File: src/rtl/mem_copy_if.sv
// Control and data-memory bus bundle for the memory copy/fill engine.
// master = engine side, slave = integrator/testbench side.
interface mem_copy_if #(
    parameter int LEN_W = 16
);
    logic             start;
    logic [31:0]      src_addr;
    logic [31:0]      dst_addr;
    logic [LEN_W-1:0] length;
    logic             fill_en;
    logic [31:0]      fill_value;
    logic             busy;
    logic             done;
    logic [LEN_W-1:0] words_done;
    logic [31:0]      mem_address;
    logic [31:0]      mem_write_data;
    logic [31:0]      mem_read_data;
    logic             mem_read;
    logic             mem_write;

    modport master (
        input  start, src_addr, dst_addr, length, fill_en, fill_value, mem_read_data,
        output busy, done, words_done, mem_address, mem_write_data, mem_read, mem_write
    );

    modport slave (
        output start, src_addr, dst_addr, length, fill_en, fill_value, mem_read_data,
        input  busy, done, words_done, mem_address, mem_write_data, mem_read, mem_write
    );
endinterface

File: src/rtl/mem_copy_engine.sv
// Autonomous block copy (memmove-safe) / block fill initiator for the data memory port.
// One word moves per RD+WR pair in copy mode, one word per WR cycle in fill mode.
module mem_copy_engine #(
    parameter int LEN_W = 16
) (
    input  logic       clk,
    input  logic       rst,
    mem_copy_if.master bus
);
    typedef enum logic [1:0] {IDLE, RD, WR, DONE} state_e;

    state_e           state_q, state_d;
    logic [31:0]      src_q, src_d;
    logic [31:0]      dst_q, dst_d;
    logic [31:0]      fill_value_q, fill_value_d;
    logic [31:0]      data_q, data_d;
    logic [LEN_W-1:0] len_q, len_d;
    logic [LEN_W-1:0] idx_q, idx_d;
    logic [LEN_W-1:0] words_done_q, words_done_d;
    logic             fill_en_q, fill_en_d;
    logic             desc_q, desc_d;

    logic [31:0]      offset;
    logic             last_word;
    logic             start_desc;

    assign offset    = 32'(idx_q);
    assign last_word = (words_done_q == len_q - LEN_W'(1));

    // Walk backwards only when the destination starts inside the source block.
    assign start_desc = !bus.fill_en
                     && (bus.dst_addr > bus.src_addr)
                     && ({1'b0, bus.dst_addr} < ({1'b0, bus.src_addr} + 33'(bus.length)));

    // NOTE: datapath registers are reset too so every output and operand is defined after rst.
    always_ff @(posedge clk) begin
        if (rst) begin
            state_q      <= IDLE;
            src_q        <= '0;
            dst_q        <= '0;
            fill_value_q <= '0;
            data_q       <= '0;
            len_q        <= '0;
            idx_q        <= '0;
            words_done_q <= '0;
            fill_en_q    <= 1'b0;
            desc_q       <= 1'b0;
        end else begin
            // NOTE: non-blocking assignments keep all flops updating from pre-edge values.
            state_q      <= state_d;
            src_q        <= src_d;
            dst_q        <= dst_d;
            fill_value_q <= fill_value_d;
            data_q       <= data_d;
            len_q        <= len_d;
            idx_q        <= idx_d;
            words_done_q <= words_done_d;
            fill_en_q    <= fill_en_d;
            desc_q       <= desc_d;
        end
    end

    always_comb begin
        // NOTE: hold-by-default assignments first, so no path through the case infers a latch.
        state_d      = state_q;
        src_d        = src_q;
        dst_d        = dst_q;
        fill_value_d = fill_value_q;
        data_d       = data_q;
        len_d        = len_q;
        idx_d        = idx_q;
        words_done_d = words_done_q;
        fill_en_d    = fill_en_q;
        desc_d       = desc_q;

        case (state_q)
            IDLE: begin
                if (bus.start) begin
                    src_d        = bus.src_addr;
                    dst_d        = bus.dst_addr;
                    len_d        = bus.length;
                    fill_en_d    = bus.fill_en;
                    fill_value_d = bus.fill_value;
                    desc_d       = start_desc;
                    idx_d        = start_desc ? (bus.length - LEN_W'(1)) : '0;
                    words_done_d = '0;
                    if (bus.length == '0)  state_d = DONE;
                    else if (bus.fill_en)  state_d = WR;
                    else                   state_d = RD;
                end
            end
            RD: begin
                data_d  = bus.mem_read_data;
                state_d = WR;
            end
            WR: begin
                words_done_d = words_done_q + LEN_W'(1);
                idx_d        = desc_q ? (idx_q - LEN_W'(1)) : (idx_q + LEN_W'(1));
                if (last_word)      state_d = DONE;
                else if (fill_en_q) state_d = WR;
                else                state_d = RD;
            end
            DONE: state_d = IDLE;
            default: state_d = IDLE;
        endcase
    end

    // Bus outputs are gated by rst so nothing is issued during the reset cycle itself.
    always_comb begin
        bus.busy           = 1'b0;
        bus.done           = 1'b0;
        bus.mem_read       = 1'b0;
        bus.mem_write      = 1'b0;
        bus.mem_address    = '0;
        bus.mem_write_data = '0;
        if (!rst) begin
            case (state_q)
                RD: begin
                    bus.busy        = 1'b1;
                    bus.mem_read    = 1'b1;
                    bus.mem_address = src_q + offset;
                end
                WR: begin
                    bus.busy           = 1'b1;
                    bus.mem_write      = 1'b1;
                    bus.mem_address    = dst_q + offset;
                    bus.mem_write_data = fill_en_q ? fill_value_q : data_q;
                end
                DONE: bus.done = 1'b1;
                default: ;
            endcase
        end
    end

    assign bus.words_done = words_done_q;
endmodule

File: src/flat_wrapper.sv
// flat-port wrapper written by rule: the top's interface ports become plain ports
module mem_copy_engine_flat 
#(
    parameter int LEN_W = 16
)
  (clk, rst, bus_start, bus_src_addr, bus_dst_addr, bus_length, bus_fill_en, bus_fill_value, bus_mem_read_data, bus_busy, bus_done, bus_words_done, bus_mem_address, bus_mem_write_data, bus_mem_read, bus_mem_write);
  mem_copy_if #(.LEN_W(LEN_W)) bus_i ();
  input  logic clk;
  input  logic rst;
  input wire logic [$bits(bus_i.start)-1:0] bus_start;
  input wire logic [$bits(bus_i.src_addr)-1:0] bus_src_addr;
  input wire logic [$bits(bus_i.dst_addr)-1:0] bus_dst_addr;
  input wire logic [$bits(bus_i.length)-1:0] bus_length;
  input wire logic [$bits(bus_i.fill_en)-1:0] bus_fill_en;
  input wire logic [$bits(bus_i.fill_value)-1:0] bus_fill_value;
  input wire logic [$bits(bus_i.mem_read_data)-1:0] bus_mem_read_data;
  output wire logic [$bits(bus_i.busy)-1:0] bus_busy;
  output wire logic [$bits(bus_i.done)-1:0] bus_done;
  output wire logic [$bits(bus_i.words_done)-1:0] bus_words_done;
  output wire logic [$bits(bus_i.mem_address)-1:0] bus_mem_address;
  output wire logic [$bits(bus_i.mem_write_data)-1:0] bus_mem_write_data;
  output wire logic [$bits(bus_i.mem_read)-1:0] bus_mem_read;
  output wire logic [$bits(bus_i.mem_write)-1:0] bus_mem_write;
  assign bus_i.start = bus_start;
  assign bus_i.src_addr = bus_src_addr;
  assign bus_i.dst_addr = bus_dst_addr;
  assign bus_i.length = bus_length;
  assign bus_i.fill_en = bus_fill_en;
  assign bus_i.fill_value = bus_fill_value;
  assign bus_i.mem_read_data = bus_mem_read_data;
  assign bus_busy = bus_i.busy;
  assign bus_done = bus_i.done;
  assign bus_words_done = bus_i.words_done;
  assign bus_mem_address = bus_i.mem_address;
  assign bus_mem_write_data = bus_i.mem_write_data;
  assign bus_mem_read = bus_i.mem_read;
  assign bus_mem_write = bus_i.mem_write;
  mem_copy_engine #(.LEN_W(LEN_W)) u_core (.clk(clk), .rst(rst), .bus(bus_i));
endmodule
File: config.mk
export PLATFORM = sky130hd
export DESIGN_NAME = mem_copy_engine_flat
export DESIGN_NICKNAME = d
export VERILOG_FILES = /design/src/rtl/mem_copy_if.sv /design/src/rtl/mem_copy_engine.sv /design/src/flat_wrapper.sv
export SDC_FILE = /design/constraint.sdc
export NUM_CORES = 1
export LEC_CHECK = 0
export BUFFER_PORTS_ARGS = -buffer_cell sky130_fd_sc_hd__buf_4
export CORE_ASPECT_RATIO = 0.7
export CORE_MARGIN = 1
export CORE_UTILIZATION = 25
export DETAILED_ROUTE_END_ITERATION = 12
export GPL_TIMING_DRIVEN = 0
export SYNTH_ARGS = -nofsm -noshare
export SYNTH_HDL_FRONTEND = slang
export SYNTH_SLANG_ARGS = --single-unit
File: constraint.sdc
create_clock -name clk -period 11.5 [get_ports clk]
set_input_delay 1.15 -clock clk [delete_from_list [all_inputs] [get_ports clk]]
set_output_delay 1.15 -clock clk [all_outputs]
set_load 0.02 [all_outputs]
==> flow_metrics.py, run 1 <==
metrics = {
    "cells_and_area": {
        "drive_gt1_frac": 0.164,
        "multiInputGateArea_sq_um": 8420,
        "fill_cells": 5275,
        "final_cells": 2548,
        "area_delta_synth_final_pct": 25.3,
        "seq_area_sq_um": 3600,
        "nets": 2136,
        "final_util": 0.318,
    },
    "synthesis": {
        "yosys_warnings": 0,
        "synthXorXnorAreaFrac": 0.0733,
        "async_flop_share": 0,
        "synth_simple_gate_area_frac": 0.225,
        "syn_nets": 1886,
        "ys_seq_area_frac": 0.287,
        "synthMuxAreaShare": 0.0800,
        "synthCells": 1619,
        "yosys.area_share.adder": 0.120,
        "synth_compound_area_frac": 0.173,
        "ys_ff_latch": 180,
        "synth_edf_count": 0,
        "syn_area_per_cell_sq_um": 7.75,
        "syn_area_sq_um": 12500,
        "ys_types": 74,
        "synth_top_family_by_area": "simple AND/OR/NAND/NOR gates",
        "synth_ff_type": "dfxtp_1",
    },
    "timing": {
        "maxSlewViolCount": 0,
        "finalClockSkew_ns": 0.00940,
        "final.period_utilization": 0.790,
        "final.setup.tns_ns": 0,
        "fin_ws_ns": 2.42,
        "hold_viol_final": 0,
        "tightestPinTransition_ns": 1.23,
        "fmax_ghz": 0.110,
        "rsz0062_at_grt": "no",
        "fin_crit_ns": 9.08,
        "setup_viol": 0,
        "slew_headroom": 0.181,
    },
    "global_routing": {
        "grt_pass1_vias": 12165,
        "grt_first_pass_wirelength_um": 70500,
        "grt_max_degree": 18,
        "antenna_found_initial": 4,
        "track_usage": 0.178,
        "gr-total-overflow": 0,
    },
    "floorplanning": {
        "core_area_sq_um": 49400,
        "fp.dieArea_sq_um": 51100,
        "die_x_um": 270,
        "io-pin-count": 232,
        "rows": 68,
        "initial_core_util": 0.254,
        "fp.dieH_um": 189,
    },
    "placed_design": {
        "dpl.hpwl_um": 38200,
        "port_buffers": 231,
        "post-place-ws_ns": 3.16,
        "gp_congestion": 0.903,
        "dp.cells": 2515,
    },
    "status": {
        "status": "complete, no violations",
    },
    "setup_path": {
        "arrival_ns": 7.93,
        "cpLargestDelayFamily": "buffers and inverters",
        "cp.required_ns": 10.35,
        "worstSetupPathType": "reg -> out",
        "critPathBufInv": 6,
        "cp_common_cell": "clkbuf_1",
        "path_max_fanout": 10,
        "worst_path_max_delay_cell": "clkbuf_1",
        "cp-start-kind": "flip-flop",
        "slowest_delay_ns": 0.97,
        "end_kind": "primary output",
        "cp_cell_sequence": "ha_1 -> buf_2 -> buf_1 -> clkbuf_1 -> clkbuf_1 -> clkbuf_1 -> mux2_2 -> ha_1 -> o21ai_0 -> o21a_1 -> nor4b_1 -> o21ai_1 -> a31oi_1 -> nand3_1 -> or4_1 -> and3_1 -> buf_4",
    },
    "routing": {
        "via_count": 12597,
        "route.detailed.drc": 0,
        "firstDrtPassIters": 5,
        "routed_wl_um": 46300,
        "wl_met2_um": 19900,
        "via_per_inst": 4.94,
        "top_layer_used": "met5",
        "first_iter_violations": 868,
        "post_drt_wl_per_cell_um": 18.2,
        "ant_nets": 0,
        "met3_length_um": 3850,
        "wl_met1_um": 22100,
    },
    "clock_network": {
        "cts_num_sinks": 180,
        "clock_latency_ns": 0.45,
        "cts_resized": 0,
        "h-tree-depth": 4,
        "cts-root-buf": "clkbuf_16",
        "post-cts-setup-buffer-count": 0,
        "path_clk_slew_ns": 0.08,
        "cts-buffers-inserted": 17,
        "cts_tree": "done",
        "cts_hold_buf": 0,
        "ctsLongestPathBuffers": 2,
    },
    "power": {
        "p_leak_nw": 6.47,
        "finalPower_w": 0.00274,
        "max-vdd-ir-drop_v": 0.000106,
        "power_density_nw_per_um2": 174,
    },
    "flow_run": {
        "maxCapViolations": 0,
    },
    "worst_hold_path": {
        "hp-class": "reg -> reg",
    },
}
## layout by cell type (no fill, tap or decap), drive strengths merged, types with 5 or more instances in the layout
| cell type | Yosys | routed |
|---|---|---|
| ha | 116 | 116 |
| clkbuf | 65 | 83 |
| xor2 | 48 | 48 |
| a21oi | 174 | 174 |
| and4 | 5 | 5 |
| a211oi | 15 | 15 |
| a31oi | 9 | 9 |
| a21boi | 7 | 7 |
| a21o | 17 | 17 |
| nor2b | 13 | 13 |
| and3 | 16 | 16 |
| o31ai | 6 | 6 |
| nand2b | 13 | 13 |
| and2 | 7 | 7 |
| nand3 | 27 | 27 |
| o21ai | 51 | 51 |
| o21a | 18 | 18 |
| nor3 | 50 | 50 |
| o211ai | 5 | 5 |
| or3 | 5 | 5 |
| mux2 | 18 | 18 |
| buf | 10 | 241 |
| dfxtp | 180 | 180 |
| nand4 | 18 | 18 |
| nor2 | 162 | 162 |
| nor4 | 17 | 17 |
| inv | 61 | 68 |
| nand2 | 274 | 274 |
| a221oi | 10 | 10 |
| nor3b | 5 | 5 |
| xnor2 | 57 | 57 |
| or4 | 7 | 7 |
| mux2i | 80 | 80 |
## per-layer routing
| metal | GRT usage | vias up |
|---|---|---|
| met2 | 0.274 | 403 |
| met4 | 0.0302 | 2 |
| met3 | 0.0465 | 35 |
| met1 | 0.252 | 5988 |
| met5 | 0 | - |
| li1 | - | 6169 |
## path summary, 6_finish.rpt
kind	from	to	slack (ns)	depth (start not counted)
setup reg to reg	u_core.state_q[1]	u_core.idx_q[15]	7.10	8
hold reg to reg	u_core.src_q[4]	u_core.src_q[4]	0.46	2
hold / removal	u_core.src_q[4]	u_core.src_q[4]	0.46	2
setup / recovery	u_core.state_q[1]	bus_mem_address[31]	2.42	17
## synth_stat cells (4+ instances only)
library cell  instances  area (sq um)
inv_2                 7          26.3
o21ai_0              41           205
xnor2_1              57           499
a211oi_1             12          90.1
xor2_1               48           420
ha_1                116          1450
nor2_1              162           608
o21ai_1              10          50.1
nand2b_1             13          81.3
nor2b_1              13          81.3
nor3_1               49           245
inv_1                54           203
or4_1                 7          52.6
a21o_1               17           128
and4_1                5          43.8
or3_1                 5          31.3
mux2i_1              80           801
a31o_2                4          35.0
nand4_1              18           113
o211ai_1              5          37.5
o21a_1               18           135
nand2_1             274          1030
o31a_1                4          35.0
nand3_1              26           130
a21oi_1             173           866
nor3b_1               5          37.5
a21boi_1              4          30.0
dfxtp_1             180          3600
buf_1                 8          30.0
a221oi_1             10          87.6
mux2_2               18           203
and2_1                7          43.8
a31oi_1               9          56.3
nor4_1               15          93.8
o31ai_1               6          45.0
clkbuf_1             65           244
and3_1               16           100
## where the power goes
group          total (W)  switching (W)  internal (W)
Combinational    0.00129       0.000807      0.000485
Sequential      0.000829      0.0000913      0.000737
Clock           0.000621       0.000287      0.000334
Total            0.00274        0.00119       0.00156
## tightest hold or removal path: stages (launching register included)
cell and delay, ns:
dfxtp_1 0.31, nand2_1 0.05, a21oi_1 0.05
## through the flow
stage | hold slack [ns] | cell area [sq um]
6_report | 0.456 | 15700
5_1_grt | 0.474 | 15700
4_1_cts | 0.456 | 15700
3_5_place_dp | 0.445 | 15100
3_3_place_gp | 0.439 | 15100
2_1_floorplan | 0.433 | 12500
## kinds of logic (layout without fill, tap and decap cells)
kind of cell    count (synthesis)  in the layout
compound gates                351            351
other cells                     0              1
simple gates                  630            630
fa+ha+maj                     119            119
buf+inv                       136            399
flops                         180            180
xor+xnor                      105            105
mux                            98             98
## final cells by class
class	count	area share
timing repair buffer	231	0.110
inverter	61	0.0146
multi-input combinational	1303	0.536
buffer	75	0.0185
antenna	1	0.000159
sequential	180	0.229
clock buffer	18	0.0279
tap	665	0.0529
clock inverter	14	0.0107
## sequential cells by signal, indices dropped and copies added (netlist names)
signal,count
u_core.fill_value_q,32
u_core.desc_q,1
u_core.bus.words_done,16
u_core.fill_en_q,1
u_core.data_q,32
u_core.idx_q,16
u_core.src_q,32
u_core.len_q,16
u_core.dst_q,32
u_core.state_q,2
No activity file was read; power rests on OpenSTA's default activity.
==> inputs of run 2 (changes only) <==
- clock period: 11.5 -> 8.85 ns (I/O delays scaled with it)
==> flow_metrics.py, run 2 (synthesis results as in run 1) <==
metrics = {
    "status": {
        "status": "complete, no violations",
    },
    "timing": {
        "hold_viol_final": 0,
        "slew_headroom": 0.231,
        "final.setup.tns_ns": 0,
        "setup_viol": 0,
        "final.period_utilization": 0.961,
        "fin_ws_ns": 0.349,
        "finalClockSkew_ns": 0.00942,
        "tightestPinTransition_ns": 1.15,
        "fmax_ghz": 0.118,
        "maxSlewViolCount": 0,
        "fin_crit_ns": 8.50,
        "rsz0062_at_grt": "no",
    },
    "routing": {
        "wl_met2_um": 19800,
        "via_count": 12575,
        "met3_length_um": 3500,
        "first_iter_violations": 875,
        "ant_nets": 0,
        "via_per_inst": 4.94,
        "post_drt_wl_per_cell_um": 18.2,
        "firstDrtPassIters": 7,
        "wl_met1_um": 22500,
        "route.detailed.drc": 0,
        "routed_wl_um": 46300,
        "top_layer_used": "met5",
    },
    "floorplanning": {
        "io-pin-count": 232,
        "rows": 68,
        "initial_core_util": 0.254,
        "fp.dieH_um": 189,
        "core_area_sq_um": 49400,
        "die_x_um": 270,
        "fp.dieArea_sq_um": 51100,
    },
    "setup_path": {
        "path_max_fanout": 10,
        "end_kind": "primary output",
        "cp-start-kind": "flip-flop",
        "arrival_ns": 7.62,
        "cp.required_ns": 7.97,
        "worstSetupPathType": "reg -> out",
    },
    "global_routing": {
        "antenna_found_initial": 4,
        "grt_max_degree": 18,
        "grt_first_pass_wirelength_um": 70500,
        "grt_pass1_vias": 12165,
        "track_usage": 0.178,
        "gr-total-overflow": 0,
    },
    "clock_network": {
        "cts-root-buf": "clkbuf_16",
        "h-tree-depth": 4,
        "cts_num_sinks": 180,
        "cts-buffers-inserted": 17,
        "cts_hold_buf": 0,
        "path_clk_slew_ns": 0.08,
        "cts_tree": "done",
        "clock_latency_ns": 0.45,
        "post-cts-setup-buffer-count": 0,
        "ctsLongestPathBuffers": 2,
    },
    "cells_and_area": {
        "final_common_cell": "nand2_1",
        "final_area_sq_um": 15700,
        "layout_common_cells": "274 x nand2_1, 231 x buf_4, 180 x dfxtp_1",
        "area_delta_synth_final_pct": 25.3,
        "nets": 2136,
        "drive_gt1_frac": 0.165,
    },
    "worst_hold_path": {
        "hp-class": "reg -> reg",
    },
    "placed_design": {
        "port_buffers": 231,
        "gp_congestion": 0.903,
        "dpl.hpwl_um": 38200,
        "post-place-ws_ns": 0.777,
        "dpl-instance-area_sq_um": 15100,
    },
    "power": {
        "p_leak_nw": 6.47,
        "max-vdd-ir-drop_v": 0.000138,
        "power_density_nw_per_um2": 227,
        "finalPower_w": 0.00357,
    },
    "flow_run": {
        "maxCapViolations": 0,
    },
}
run 2: critical path, stage by stage (launching register included):
cell,delay (ns)
dfxtp_1,0.41
ha_1,0.20
buf_2,0.23
buf_1,0.61
clkbuf_1,0.68
clkbuf_2,0.63
clkbuf_1,0.63
mux2_2,0.42
ha_1,0.33
o21ai_0,0.12
o21a_1,0.21
nor4b_1,0.57
o21ai_1,0.28
a31oi_1,0.68
nand3_1,0.28
or4_1,0.54
and3_1,0.18
buf_4,0.16
run 2: worst paths after layout:
kind                     start             endpoint  slack, ns  depth (start not counted)
max          u_core.state_q[1]  bus_mem_address[31]       0.35                         17
min            u_core.src_q[8]      u_core.src_q[8]       0.46                          2
max reg2reg  u_core.state_q[1]     u_core.idx_q[15]       4.77                          8
min reg2reg    u_core.src_q[8]      u_core.src_q[8]       0.46                          2
run 2: routing by layer:
| metal | track usage | vias to the layer above |
|---|---|---|
| li1 | - | 6176 |
| met3 | 0.0465 | 41 |
| met2 | 0.274 | 382 |
| met5 | 0 | - |
| met1 | 0.252 | 5974 |
| met4 | 0.0302 | 2 |
run 2: repair_timing:
item,CTS,global route
endpoints found under the setup margin,0,8
resized for setup,0,3
endpoints found under the hold margin,0,0
run 2: metrics by stage:
step                      hold WS [ns]  utilization  std cells
after floorplan                  0.433            -       1619
after CTS                        0.456        0.318       2547
after detailed placement         0.445        0.306       2515
final                            0.456        0.318       2548
after global routing             0.474        0.318       2547
after global placement           0.439        0.306       2515
run 2: final cells by class:
class | instances | area, sq um
Tap cell | 665 | 832
Clock buffer | 18 | 439
Buffer | 75 | 292
Sequential cell | 180 | 3600
Timing Repair Buffer | 231 | 1730
Fill cell | 5274 | 33700
Antenna cell | 1 | 2.50
Clock inverter | 14 | 169
Inverter | 61 | 229
Multi-Input combinational cell | 1303 | 8420
run 2: power by group:
group / internal [W] / leakage [nW] / switching (W)
combinational: 0.000630 / 4.70 / 0.00105
sequential: 0.000958 / 1.47 / 0.000118
clock: 0.000434 / 0.299 / 0.000374
total: 0.00202 / 6.47 / 0.00154
